[config.mk]
export PLATFORM = sky130hd
export DESIGN_NAME = instruction_fetch_unit
export DESIGN_NICKNAME = d
export VERILOG_FILES = /design/src/rtl/instruction_fetch_unit.sv
export SDC_FILE = /design/constraint.sdc
export NUM_CORES = 1
export LEC_CHECK = 0
export ABC_AREA = 1
export BUFFER_PORTS_ARGS = -buffer_cell sky130_fd_sc_hd__buf_2
export CAP_MARGIN = 5
export CORE_ASPECT_RATIO = 0.75
export CORE_UTILIZATION = 30
export DETAILED_ROUTE_END_ITERATION = 8
export PLACE_DENSITY = 0.65
export SLEW_MARGIN = 30
export SYNTH_ARGS = -nofsm -noshare
export SYNTH_HDL_FRONTEND = slang
export SYNTH_SLANG_ARGS = --single-unit
export TNS_END_PERCENT = 50
[constraint.sdc]
create_clock -name clk_i -period 1.87 [get_ports clk_i]
set_clock_uncertainty 0.1 [all_clocks]
set_input_delay 0.4675 -clock clk_i [delete_from_list [all_inputs] [get_ports clk_i]]
set_output_delay 0.4675 -clock clk_i [all_outputs]
set_load 0.02 [all_outputs]
[src/rtl/instruction_fetch_unit.sv]
// Fetches 16-bit instructions as two byte reads (high byte at PC, low byte at PC+1) and hands them to decode.
// Delivery is valid/ready: an instruction stays held until decode accepts it, and a branch discards any partial or held fetch.
module instruction_fetch_unit #(
    parameter logic [15:0] RESET_PC  = 16'h0000,
    parameter int          MEM_BYTES = 128
) (
    input  logic        clk_i,
    input  logic        rst_i,
    output logic [15:0] mem_address_o,
    output logic        mem_read_o,
    input  logic [7:0]  mem_data_i,
    output logic [15:0] instruction_o,
    output logic [15:0] instr_pc_o,
    output logic        instr_valid_o,
    input  logic        instr_ready_i,
    input  logic        branch_taken_i,
    input  logic [15:0] branch_target_i,
    input  logic        halt_i,
    output logic [15:0] fetch_count_o
);

    localparam logic [15:0] ADDR_MASK = 16'(MEM_BYTES - 1);

    typedef enum logic [1:0] {
        FETCH_HI = 2'd0,
        FETCH_LO = 2'd1,
        HOLD     = 2'd2
    } state_t;

    state_t      state_q, state_d;
    logic [15:0] pc_q, pc_d;
    logic [15:0] instr_q, instr_d;
    logic [15:0] instr_pc_q, instr_pc_d;
    logic        valid_q, valid_d;
    logic [15:0] count_q, count_d;
    logic [15:0] mem_addr;
    logic        mem_rd;
    logic        handshake;

    assign handshake = valid_q & instr_ready_i;

    always_ff @(posedge clk_i or posedge rst_i) begin
        if (rst_i) begin
            state_q    <= FETCH_HI;
            pc_q       <= RESET_PC & ADDR_MASK;
            instr_q    <= 16'h0000;
            instr_pc_q <= 16'h0000;
            valid_q    <= 1'b0;
            count_q    <= 16'h0000;
        end else begin
            state_q    <= state_d;
            pc_q       <= pc_d;
            instr_q    <= instr_d;
            instr_pc_q <= instr_pc_d;
            valid_q    <= valid_d;
            count_q    <= count_d;
        end
    end

    always_comb begin
        state_d    = state_q;
        pc_d       = pc_q;
        instr_d    = instr_q;
        instr_pc_d = instr_pc_q;
        valid_d    = valid_q;
        count_d    = count_q;
        mem_addr   = pc_q;
        mem_rd     = 1'b0;

        case (state_q)
            FETCH_HI: begin
                if (!halt_i) begin
                    mem_rd        = 1'b1;
                    instr_d[15:8] = mem_data_i;
                    state_d       = FETCH_LO;
                end
            end
            FETCH_LO: begin
                mem_addr     = (pc_q + 16'd1) & ADDR_MASK;
                mem_rd       = 1'b1;
                instr_d[7:0] = mem_data_i;
                instr_pc_d   = pc_q;
                valid_d      = 1'b1;
                pc_d         = (pc_q + 16'd2) & ADDR_MASK;
                state_d      = HOLD;
            end
            HOLD: begin
                if (handshake) begin
                    valid_d = 1'b0;
                    count_d = count_q + 16'd1;
                    state_d = FETCH_HI;
                end
            end
            default: state_d = FETCH_HI;
        endcase

        // A redirect wins over everything except the handshake count, which has already been taken.
        if (branch_taken_i) begin
            pc_d    = {branch_target_i[15:1], 1'b0} & ADDR_MASK;
            valid_d = 1'b0;
            state_d = FETCH_HI;
        end
    end

    assign mem_address_o = mem_addr;
    assign mem_read_o    = mem_rd & ~rst_i;
    assign instruction_o = instr_q;
    assign instr_pc_o    = instr_pc_q;
    assign instr_valid_o = valid_q;
    assign fetch_count_o = count_q;

endmodule
==> reports/qor.yml <==
final_layout:
  multi_input_area_um2: 928
  seq_area_um2: 1180
  final_cells: 427
  nets: 356
  drive_above_1_share_pct: 29.8
  antenna_cells: 0
  stdcell_area_um2: 2850
  final_util_pct: 38.4
  syn_to_final_growth_pct: 22.6
  fillers: 783
placed_design:
  dp.final_hpwl_um: 3610
  gp_congestion: 0.785
  place_inst: 416
  place_area_um2: 2690
  port_buffers: 65
sta:
  slew_viol_final: 0
  layout_min_cycle_time_ps: 1840
  max_freq_mhz: 545
  post-route-period-util_pct: 98.2
  setup_viol: 0
  hold_viol_final: 0
  whs_ps: 68.8
logic_synthesis:
  synth_edf_count: 0
  synth_most_common_cell: "nand2_1"
  synth_top_area_share_pct: 50.5
  yosys.area.top_type: "dfrtp_1"
  netlist_area_um2: 2330
  synth-seq-cells: 47
  synth_cell_types: 28
  ys_seq_area_share_pct: 50.5
  synthFlopType: "dfrtp_1"
  yosys_warnings: 0
  synthTopCellsByArea: "dfrtp_1 (51%), nand2_1 (11%), buf_4 (7.1%), o21ai_0 (4.5%), inv_1 (4.4%)"
  netlist_instances: 258
  async_flop_share_pct: 100
  ys_top_cells_by_count: "nand2_1 (66), dfrtp_1 (47), inv_1 (27)"
  postSynthAreaPerCell_um2: 9.03
worst_setup_path:
  slowest_delay_ps: 420
  path_cells: "inv_2, nand3b_2, a21oi_4, buf_6"
  required_ps: 1300
  worst_setup_path_end_kind: "primary output"
  slowest_stage: "dfrtp_1"
  critPathMaxFanout: 3
  critPathLaunchType: "register"
  crit_type: "register to primary output"
  arrival_ps: 1270
cts:
  insertion_delay_ps: 290
  cts_tree: "yes"
  cts.path.max_buffers: 2
  htreeDepth: 2
  clk_pin_slew_ps: 90
  cts_hold_buf: 0
  ctsRootBufferMaster: "clkbuf_8"
  clock-sinks: 47
  cts_made_buffers: 5
pwr:
  p_total_w: 0.00265
  power_density_nw_per_um2: 929
  leakage_nw: 1.58
  power.ir.vdd_worst_mv: 0.325
routing:
  vias: 1782
  drt-total-wl_um: 4700
  ant_nets: 0
  drc_errors: 0
  avgRoutedWirePerCell_um: 11.0
  viasPerCell: 4.17
  drt_iter0_markers: 46
  first_pass_iters: 4
die:
  io-pin-count: 95
  fp.coreArea_um2: 7430
  row_count: 27
  dieHeight_um: 78.3
  die_area_um2: 8120
  initial_utilization_pct: 31.3
  die_x_um: 104
status:
  status: "complete, no violations"
global_route:
  grt_pass1_wl_um: 8030
  grt_usage_pct: 12.5
  grt_max_degree: 33
  grt_antenna_before_repair: 0
  first_global_vias: 1680
  grt.overflow.total: 0
run:
  cap_violations: 0
hold_path:
  min_path_type: "input port to asynchronous set/reset pin"
==> cell type report <==
type / instances / area share (%)
inverter: 30 / 4.03
clock buffer: 6 / 2.89
tap: 101 / 4.43
multi-input combinational: 170 / 32.5
clock inverter: 2 / 1.23
timing repair buffer: 71 / 13.6
sequential: 47 / 41.3
==> worst max-delay path: cells and delay by family (launching register included) <==
| kind | cells | cell delay (ps) |
|---|---|---|
| AO/OA/AOI/OAI | 1 | 160 |
| buffers and inverters | 2 | 270 |
| flip-flops | 1 | 420 |
| AND/OR/NAND/NOR | 1 | 130 |
==> cells by family (layout without fill, tap and decap cells) <==
family          after synthesis  count (layout)  synth area share [%]
compound gates               30              30                  7.09
xor+xnor                     15              15                  5.64
fa+ha+maj                     2               2                  1.07
buf+inv                      59             109                  13.4
flops                        47              47                  50.5
other cells                   1              19                 0.161
simple gates                104             104                  22.1
==> final timing paths <==
check                                                endpoint  slack [ps]                         start  cells past startpoint
worst max-delay path                               mem_read_o          30        state_q[1]$_DFFE_PP0P_                      4
worst max register to register  fetch_count_o[14]$_DFFE_PP0P_         440  fetch_count_o[0]$_DFFE_PP0P_                      8
max in group asynchronous              state_q[0]$_DFFE_PP0P_        1100                         rst_i                      3
worst min register to register      instr_pc_o[5]$_DFFE_PP0N_         380     instr_pc_o[5]$_DFFE_PP0N_                      2
min in group clk_i                        pc_q[3]$_DFFE_PP0P_         300            branch_target_i[3]                      3
worst min-delay path             instruction_o[8]$_DFFE_PP0P_          70                         rst_i                      2
==> timing repair <==
action,4_1_cts,5_1_grt
cloned,0,0
buffers inserted,0,3
setup endpoints to repair,1,1
pin swaps,0,1
gates resized for setup,1,5
==> per-stage QoR <==
step	TNS, ps	setup slack [ps]
floorplan	0	29.6
global placement	0	235
detailed placement	0	185
CTS	0	3.99
global route	-12.1	-12.1
finish	0	33.6
==> where the power goes <==
part	internal (W)	leakage (nW)	switching, W
clock	0.000433	0.0612	0.000328
combinational	0.000211	0.920	0.000422
sequential	0.00115	0.595	0.000103
total	0.00180	1.58	0.000853
==> layout by cell type (no fill, tap or decap), types with 2 or more instances in the layout <==
master     n
a21oi_1    2
buf_2     64
buf_4      5
clkbuf_8   6
conb_1    19
dfrtp_1   46
ha_1       2
inv_1     26
inv_2      3
nand2_1   66
nand2_4    2
nand3_1   10
nand3b_1   3
nor2_1     9
nor2_2     2
nor2_4     4
nor3_1     3
o211ai_1   4
o21ai_0   21
xnor2_1    5
xor2_1    10
==> per-layer routing <==
metal | GRT usage (%) | routed length [µm] | part of all wire (%)
met3 | 2.66 | 225 | 4.8
met5 | 0 | 0 | 0
met1 | 17.7 | 2320 | 49
met2 | 18.7 | 2090 | 44
met4 | 4.71 | 59 | 1.3
==> state kept, by name, summed over array words and instances, names as in the netlist <==
register and cells:
state_q 2, fetch_count_o 16, pc_q 6, instr_pc_o 6, instr_valid_o 1, instruction_o 16
Power figures use the tool's default switching activity.
